`config.mk`:
```
export PLATFORM = sky130hd
export DESIGN_NAME = shift_register_piso
export DESIGN_NICKNAME = d
export VERILOG_FILES = /design/src/rtl/shift_register_piso.sv
export SDC_FILE = /design/constraint.sdc
export NUM_CORES = 1
export LEC_CHECK = 0
export CAP_MARGIN = 20
export CORE_AREA = 2 2 39 41
export DETAILED_ROUTE_END_ITERATION = 6
export DIE_AREA = 0 0 41 43
export SYNTH_ARGS = -nofsm -noshare
export SYNTH_HDL_FRONTEND = slang
export SYNTH_SLANG_ARGS = --single-unit
```
`constraint.sdc`:
```
create_clock -name Clk -period 2.3 [get_ports Clk]
set_clock_uncertainty 0.1 [all_clocks]
set_input_delay 0.23 -clock Clk [delete_from_list [all_inputs] [get_ports Clk]]
set_output_delay 0.23 -clock Clk [all_outputs]
set_load 0.005 [all_outputs]
```
`src/rtl/shift_register_piso.sv`:
```
// Parallel-in serial-out shift register: loads a word on Load and emits it MSB-first on Out.
// Define PISO_PARITY_EN to append an even-parity bit after each word.
module shift_register_piso #(
    parameter int unsigned WIDTH = 4,
    parameter int unsigned CNT_W = $clog2(WIDTH + 1)
) (
    input  logic             Clk,
    input  logic             Rst_n,
    input  logic             Load,
    input  logic [WIDTH-1:0] D,
    output logic             Out,
    output logic             Busy,
    output logic             Done
);

`ifdef PISO_PARITY_EN
    typedef enum logic [1:0] {IDLE, SHIFT, PARITY} state_t;
`else
    typedef enum logic [1:0] {IDLE, SHIFT} state_t;
`endif

    state_t             state_q, state_d;
    logic [WIDTH-1:0]   shreg_q, shreg_d;
    logic [CNT_W-1:0]   cnt_q, cnt_d;
    logic               out_d, busy_d, done_d;
    logic               accept;
`ifdef PISO_PARITY_EN
    logic               par_q, par_d;
`endif

    // State and registered outputs
    always_ff @(posedge Clk or negedge Rst_n) begin
        if (!Rst_n) begin
            state_q <= IDLE;
            shreg_q <= '0;
            cnt_q   <= '0;
            Out     <= 1'b0;
            Busy    <= 1'b0;
            Done    <= 1'b0;
`ifdef PISO_PARITY_EN
            par_q   <= 1'b0;
`endif
        end else begin
            state_q <= state_d;
            shreg_q <= shreg_d;
            cnt_q   <= cnt_d;
            Out     <= out_d;
            Busy    <= busy_d;
            Done    <= done_d;
`ifdef PISO_PARITY_EN
            par_q   <= par_d;
`endif
        end
    end

    // Next state; a word end can accept a new Load on the same edge for gapless streaming
    always_comb begin
        state_d = state_q;
        shreg_d = shreg_q;
        cnt_d   = cnt_q;
        out_d   = 1'b0;
        busy_d  = 1'b0;
        done_d  = 1'b0;
        accept  = 1'b0;
`ifdef PISO_PARITY_EN
        par_d   = par_q;
`endif

        case (state_q)
            IDLE: begin
                accept = Load;
            end
            SHIFT: begin
                if (cnt_q != '0) begin
                    out_d   = shreg_q[WIDTH-2];
                    shreg_d = shreg_q << 1;
                    cnt_d   = cnt_q - CNT_W'(1);
                    busy_d  = 1'b1;
                end else begin
`ifdef PISO_PARITY_EN
                    state_d = PARITY;
                    out_d   = par_q;
                    busy_d  = 1'b1;
`else
                    state_d = IDLE;
                    done_d  = 1'b1;
                    accept  = Load;
`endif
                end
            end
`ifdef PISO_PARITY_EN
            PARITY: begin
                state_d = IDLE;
                done_d  = 1'b1;
                accept  = Load;
            end
`endif
            default: begin
                state_d = IDLE;
            end
        endcase

        if (accept) begin
            state_d = SHIFT;
            shreg_d = D;
            out_d   = D[WIDTH-1];
            busy_d  = 1'b1;
            cnt_d   = CNT_W'(WIDTH - 1);
`ifdef PISO_PARITY_EN
            par_d   = ^D;
`endif
        end
    end

endmodule

```
Yosys cells after proc, flatten, opt, wreduce, memory -nomap -nowiden

Index checks and enable logic that the tools add are counted.

$add $sub $neg: 1
Eq/ne operators: 3
Mux-type cells: 19
Reduce and logical (&&, ||, !) cells: 6

Operators with widths:

| kind                  | number |
|---|---|
| $mux W3               | 6 |
| $mux W1               | 9 |
| $mux W2               | 2 |
| $pmux W2 S2           | 1 |
| $reduce_and A2 Y1     | 2 |
| $reduce_bool A2 Y1    | 2 |
| $ne A3 B3 Y1 const B  | 1 |
| $reduce_bool A3 Y1    | 1 |
| $sub A3 B1 Y3 const B | 1 |
| $eq A2 B1 Y1 const B  | 1 |
| $logic_not A2 Y1      | 1 |
| $ne A2 B2 Y1 const B  | 1 |
| $pmux W1 S2           | 1 |

Register bits after elaboration: 11
Input port bits: 7
Output and inout port bits: 3
Logic and storage cells: 35

Depth between registers and ports, before layout

Gate-level depths: netlist of run 1.

Word-level depth: 5
Gate-level depth with buffers: 7
Gate-level depth less buffers: 6

Least setup slack after synthesis of run 1

OpenSTA, ideal clock, no wires.

Path kind: register to register
From: register cnt_q[0]
To: register Out
Library setup time: 0.126 ns
Data arrival time: 1.135 ns
Required time: 2.074 ns
Slack: 0.938 ns
Stages on the path, launching flop included: 7
Buffers on the path: 1
Clock period less this slack: 1.362 ns
Path through: dfrtp_1 -> inv_1 -> ha_1 -> ha_1 -> nor2b_4 -> buf_6 -> o21ai_0

Cells in the longest elaborated chain, start to end: 4
Elaborated cells on any way between the ends: 6
Those cells by class: mux (5); reduce/logical (1)

Ends and longest elaborated chain:

| what                                          | RTL line | text |
|---|---|---|
| start: declaration                            | 24       | `logic [CNT_W-1:0] cnt_q, cnt_d;` |
| start signal: assignment                      | 46       | `cnt_q <= cnt_d;` |
| $reduce_bool A3 Y1 *                          | 74       | `if (cnt_q != '0) begin` |
| $mux W1                                       | 74       |  |
| $pmux W1 S2 / $mux W1 (equally long branches) | 69       | `case (state_q)` |
| $mux W1 *                                     | 103      | `if (accept) begin` |
| named net out_d                               | 25       | `logic out_d, busy_d, done_d;` |
| end signal: assignment                        | 47       | `Out <= out_d;` |
| end: declaration                              | 11       | `output logic Out,` |

Mark *: on every way through the listed nets, which the timed path passes. The rest lies on a longest branch.
A chain may end at the register's enable or synchronous reset.

Worst setup path after layout of run 1

From: register cnt_q[0]
To: register cnt_q[1]

Cells in the longest elaborated chain, start to end: 5
Elaborated cells on any way between the ends: 10
Those cells by class: add/sub (1); mux (5); reduce/logical (4)

Ends and longest elaborated chain:

| what |
|---|
| branches (longest 5 deep; another with $sub A3 B1 Y3) |

Several ways; the timed one is not identified. The select of a mux whose other input is x is not followed.

==> results by group, run 1 <==
Outcome
  • Status: finished clean

Place
  • Post-DP HPWL: 450.9 um
  • DP Cell Count: 61
  • Placed cell area: 533.0 um2
  • Port bufs: 9
  • GPL Wtd Cong: 0.6700

Logic synthesis
  • #FFs+latches synth: 10
  • Warnings from Yosys: 0
  • Sequential share of the synthesized area: 56.66%
  • Netlist Area Pre-Place: 441.7 um2
  • Post-synth cell types: 16
  • Post-Syn Area per Cell: 11.62 um2
  • Synth Net Count: 47
  • Post-Syn Instances: 38

Global route
  • Busiest metal layer after global routing: met1
  • First-pass GRT wire length: 1.138 mm
  • Number of global-route vias before repair: 267
  • Pin count of the biggest net entering global routing: 16
  • Total grt overflow: 0
  • Global Route met2 Usage: 12.19%
  • Met1 usage: 13.00%
  • GRT Overall Usage: 10.05%
  • GR Layer Usage met3: 7.853%
  • Initial antenna violation count: 0

Critical path
  • Critical Path AT: 1560 ps
  • Crit. End Element: register
  • CP Class: reg2reg
  • CP cell instances: inv_1 > ha_1 > ha_1 > nor2b_4 > nor3_1 > a21oi_1
  • Startpoint types: register
  • Critical Path Fanout Max: 15
  • Crit path max-delay family: adder cells
  • Worst setup path startpoint: cnt_q[0]
  • Worst R2R Start: cnt_q[0]
  • CP peak stage delay: 360 ps
  • Critical Path RT: 2390 ps
  • CP max-delay cell: dfrtp_1
  • Critical path buffers and inverters: 1
  • Most used cell, CP: ha_1

Clock network
  • Htree depth: 1
  • Post-CTS Resized: 0
  • CTS root buf: clkbuf_4
  • Clock buffer depth: 2
  • Worst skew pair latency: 260 ps
  • CTS tree: done
  • Post-CTS setup buffers: 0
  • Hold_buf cts: 0
  • Reg clk slew, reported paths: 70 ps
  • Inserted Clock Buffers: 3
  • Clock sinks: 10

Timing
  • Setup TNS Final: 0 ps
  • Final Max Slew Viols: 0
  • Final min period: 1470 ps
  • Setup violators final: 0
  • Relative slew slack: 69.96%
  • Fmax: 680.1 MHz
  • Period utilization: 63.92%
  • Final Hold Viols: 0
  • RSZ-0062 raised after global routing: no
  • Measured slew at the worst slew-check pin: 449.3 ps

Min path
  • Tightest Hold Check Type: in2async

Floorplan
  • I/O pins: 10
  • Die footprint: 1763 um2
  • Initial Util: 31.92%
  • Die Wd: 41 um
  • CORE AREA: 1384 um2
  • Row cnt: 14
  • Die H: 43 um

Detailed routing
  • ANT nets after route: 0
  • Vias per cell: 4.477
  • Drt wl/cell: 9.800 um
  • Drt pass-1 iters: 3
  • DR DRC count: 0
  • DR iter-0 viols: 3
  • Vias: 291
  • DRT Wirelength: 637 um

Final layout
  • N_diodes: 0
  • Share of layout cells above drive strength 1: 18.37%
  • Area grow syn2layout: 28.90%
  • FILL cells: 138
  • Finished Layout Cells: 65
  • Cell area after layout: 569.3 um2
  • Nets: 59

Power and ir drop
  • Cell leakage power: 0.2666 nW
  • Peak supply drop: 432.7 uV
  • P per Cell Area: 1169 nW/um2

Job
  • Max-cap violations: 0
==> sequential cells by signal (all words and copies together) (netlist names) <==
signal   flops
Busy         1
Done         1
Out          1
cnt_q        3
shreg_q      3
state_q      1
==> through the flow <==
stage,setup WS (ps),hold WS [ps],util (%),power [mW]
floorplan,938.4,-165.6,-,0.4616
global placement,811.6,361.1,38.52,0.5145
detailed placement,777.8,365.5,38.52,0.5203
CTS,804.6,196.9,41.14,0.6811
global route,719.0,217.1,41.14,0.7331
finish,829.7,175.3,41.14,0.6658
==> cell usage after synthesis <==
cell type,instances,area (um2)
a21oi_1,2,10.01
inv_1,3,11.26
and2_2,1,7.510
o21ai_0,3,15.01
o31ai_2,1,12.51
buf_6,1,11.26
ha_1,2,25.02
buf_4,1,7.510
nor2b_4,1,13.76
nand2_1,4,15.01
dfrtp_1,10,250.2
nand2b_1,1,6.260
nor3_1,2,10.01
nor2_1,1,3.750
or2_2,2,12.51
mux2i_1,3,30.03
==> path summary, 6_finish.rpt <==
check                              to  slack, ps  cells after the start
max                          cnt_q[1]        830                      6
min                          cnt_q[2]        180                      1
max reg2reg                  cnt_q[1]        830                      6
min reg2reg                  cnt_q[0]        370                      1
max in group asynchronous  shreg_q[1]       1610                      1
min in group Clk             cnt_q[0]        370                      1
==> layout make-up <==
type                    instances  area [um2]  share of cell area, %
clock buffers                   4       36.28                  6.374
well taps                      16       20.02                  3.516
flip-flops and latches         10       250.2                  43.96
inverters                       3       11.26                  1.978
multi-input cells              23       161.4                  28.35
repair buffers                  9       90.09                  15.82
==> kinds of logic after synthesis <==
| family | Yosys count | share of synthesized area [%] |
|---|---|---|
| mux | 3 | 6.799 |
| simple gates | 12 | 15.58 |
| fa+ha+maj | 2 | 5.665 |
| compound gates | 6 | 8.497 |
| buf+inv | 5 | 6.799 |
| flops | 10 | 56.66 |
==> routing by layer <==
layer	share of wire (%)	wire length (um)	up-vias
met5	0	0	-
met4	0.94	6	0
met3	9.6	61	2
met2	44	280	11
met1	45	289	131
li1	-	-	147
==> placed cells by master (no fill, tap or decap), drive strengths merged, types with 2 or more instances in the layout <==
cell type / count
dfrtp: 10
clkdlybuf4s50: 9
nand2: 4
clkbuf: 4
inv: 3
o21ai: 3
mux2i: 3
or2: 2
nor3: 2
a21oi: 2
ha: 2
==> power by group <==
group	internal, mW	leakage (nW)	switching, mW
Sequential	0.245	0.121	0.0269
Clock	0.0961	0.0210	0.0598
Combinational	0.126	0.124	0.112
Power figures use the tool's default switching activity.
==> run 2: changes to the inputs <==
clock period = 1.2 ns   (was 2.3 ns; I/O delays follow)
==> run 2 against run 1 <==
The flow now finishes with violations (negative setup slack). Utilization increased by 7.1 points. Sequential power increased by 93%. Combinational power increased to 3.6 times the previous value. Clock power increased by 50%. Worst hold slack got worse by 100 ps. First-iteration DRC count decreased by 67%. Routed wire length increased by 33%. Clock-buffer cell count decreased by 1. Via count increased by 11%. Die area unchanged. Final cell count increased by 9.2%.
==> results by group, run 2 (synthesized netlist as in run 1, its figures left out) <==
Final layout
  • Nets: 66 (+12%)
  • Cell area after layout: 668.1 um2 (+17%)
  • N_diodes: 0 (unchanged)
  • FILL cells: 131 (-5.1%)
  • Commonest non-fill, non-tap cell in the layout: dfrtp_1
  • Share of layout cells above drive strength 1: 43.64% (+25 points)
  • Top Registers: cnt_q x3, shreg_q x3
  • Area grow syn2layout: 51.27%
  • Finished Layout Cells: 71 (+9.2%)
  • Most frequent cells in the layout: dfrtp_1 (10), clkdlybuf4s50_1 (6), buf_6 (4)

Critical path
  • Startpoint types: register
  • Worst R2R Start: cnt_q[1]
  • Critical path buffers and inverters: 3 (+2)
  • Critical Path Fanout Max: 5 (-10)
  • CP max-delay cell: dfrtp_1
  • R2R Path End: shreg_q[2]
  • R2r setup slk: -190 ps (-1020 ps)
  • CP Class: reg2reg
  • Crit. End Element: register
  • Worst R2R Path Depth: 8 (+2)
  • CP cell instances: inv_1 > ha_2 > ha_4 > nor2b_4 > buf_6 > buf_6 > nand2_2 > o21ai_2
  • Most used cell, CP: buf_6
  • Critical Path RT: 1300 ps (-1090 ps)
  • Crit path max-delay family: flip-flops
  • Critical Path AT: 1490 ps (-70 ps)
  • CP peak stage delay: 350 ps (about the same)

Power and ir drop
  • Peak supply drop: 946.6 uV (+120%)
  • P per Cell Area: 2419 nW/um2 (+110%)
  • Tot Pwr: 1.617 mW (+140%)
  • Cell leakage power: 0.3164 nW (+19%)

Global route
  • GRT Overall Usage: 12.47% (+2.4 points)
  • Pin count of the biggest net entering global routing: 11 (-5)
  • Initial antenna violation count: 0 (unchanged)
  • First-pass GRT wire length: 1.338 mm (+18%)
  • Number of global-route vias before repair: 315 (+18%)
  • Total grt overflow: 0 (unchanged)

Outcome
  • Status: complete, but fails checks
  • Failing checks: negative setup slack

Floorplan
  • I/O pins: 10 (unchanged)
  • Row cnt: 14 (unchanged)
  • Initial Util: 31.92% (unchanged)
  • Die H: 43 um (unchanged)
  • Die Wd: 41 um (unchanged)
  • Die footprint: 1763 um2 (unchanged)
  • CORE AREA: 1384 um2 (unchanged)

Timing
  • Final min period: 1393 ps (-77.40 ps)
  • Setup violators final: 9 (+9)
  • Final Hold Viols: 0 (unchanged)
  • RSZ-0062 raised after global routing: yes
  • Fmax: 717.9 MHz (+5.6%)
  • Measured slew at the worst slew-check pin: 467.6 ps (+18.38 ps)
  • Final Worst Setup Slack: -192.9 ps (-1023 ps)
  • Relative slew slack: 68.73% (-1.2 points)
  • Final Max Slew Viols: 0 (unchanged)
  • Period utilization: 116.1% (+52 points)

Clock network
  • CTS root buf: clkbuf_4
  • Worst skew pair latency: 270 ps (about the same)
  • Reg clk slew, reported paths: 70 ps (about the same)
  • Inserted Clock Buffers: 3 (unchanged)
  • CTS tree: done
  • Htree depth: 1 (unchanged)
  • Clock sinks: 10 (unchanged)
  • Clock buffer depth: 2 (unchanged)

Detailed routing
  • DR iter-0 viols: 1 (-2)
  • DRT Wirelength: 850 um (+33%)
  • Drt pass-1 iters: 3 (unchanged)
  • Vias per cell: 4.535 (+1.3%)
  • ANT nets after route: 0 (unchanged)
  • Vias: 322 (+11%)
  • DR DRC count: 0 (unchanged)
  • Drt wl/cell: 11.97 um (+22%)

Min path
  • Tightest Hold Check Type: in2async

Place
  • GPL Wtd Cong: 0.6619 (-1.2%)
  • DP Cell Count: 66 (+8.2%)
  • Port bufs: 9 (unchanged)
  • Placed cell area: 585.6 um2 (+9.9%)
  • Post-DP HPWL: 564.3 um (+25%)

Job
  • Max-cap violations: 0 (unchanged)
run 2: final cells by class:
type / count / area [um2] / share of cell area (%)
Clock buffer: 3 / 22.52 / 3.371
Inverter: 3 / 11.26 / 1.685
Multi-Input combinational cell: 23 / 210.2 / 31.46
Sequential cell: 10 / 250.2 / 37.45
Tap cell: 16 / 20.02 / 2.996
Timing Repair Buffer: 16 / 153.9 / 23.03
run 2: metrics by stage:
step	setup slack (ps)	hold WS [ps]	TNS, ps	utilization [%]
5_1_grt	-267.3	107.3	-1986	48.28
3_3_place_gp	-204.0	368.7	-882.3	42.31
3_5_place_dp	-233.2	379.9	-1157	42.31
2_1_floorplan	-73.81	-275.6	-593.2	-
6_report	-192.9	71.88	-1437	48.28
4_1_cts	-169.2	90.65	-1432	46.84
run 2: metal layers:
layer	wire, um	up-vias	track usage, %
li1	-	160	-
met2	448	8	15.00
met1	343	151	14.95
met5	0	-	0
met4	17	0	10.00
met3	40	3	7.853
run 2: worst register-to-register path: cells and delay by family, from the launching register on:
kind	cells	cell delay, ps
DFF	1	350
adders and majority gates	2	350
buffers and inverters	3	280
and+or+nand+nor	2	170
AOI/OAI and AO/OA	1	50
run 2: how the worst max path moves through the flow:
stage,from,endpoint,slack (ps),depth (start not counted)
5_1_grt,cnt_q[1],shreg_q[2],-270,8
3_3_place_gp,cnt_q[1],Busy,-200,6
4_1_cts,cnt_q[0],Busy,-170,6
2_1_floorplan,cnt_q[0],Out,-70,6
6_report,cnt_q[1],shreg_q[2],-190,8
3_5_place_dp,cnt_q[0],Busy,-230,6
run 2: where the power goes:
group	total (mW)	internal, mW	switching (mW)
Clock	0.234	0.116	0.118
Sequential	0.525	0.470	0.0551
Combinational	0.858	0.502	0.355
run 2: what timing repair did:
action                     CTS  global route
pin swaps                    5             2
buffers inserted             2             0
setup endpoints to repair   12             9
resized for setup           11             5
hold buffers                 0             0
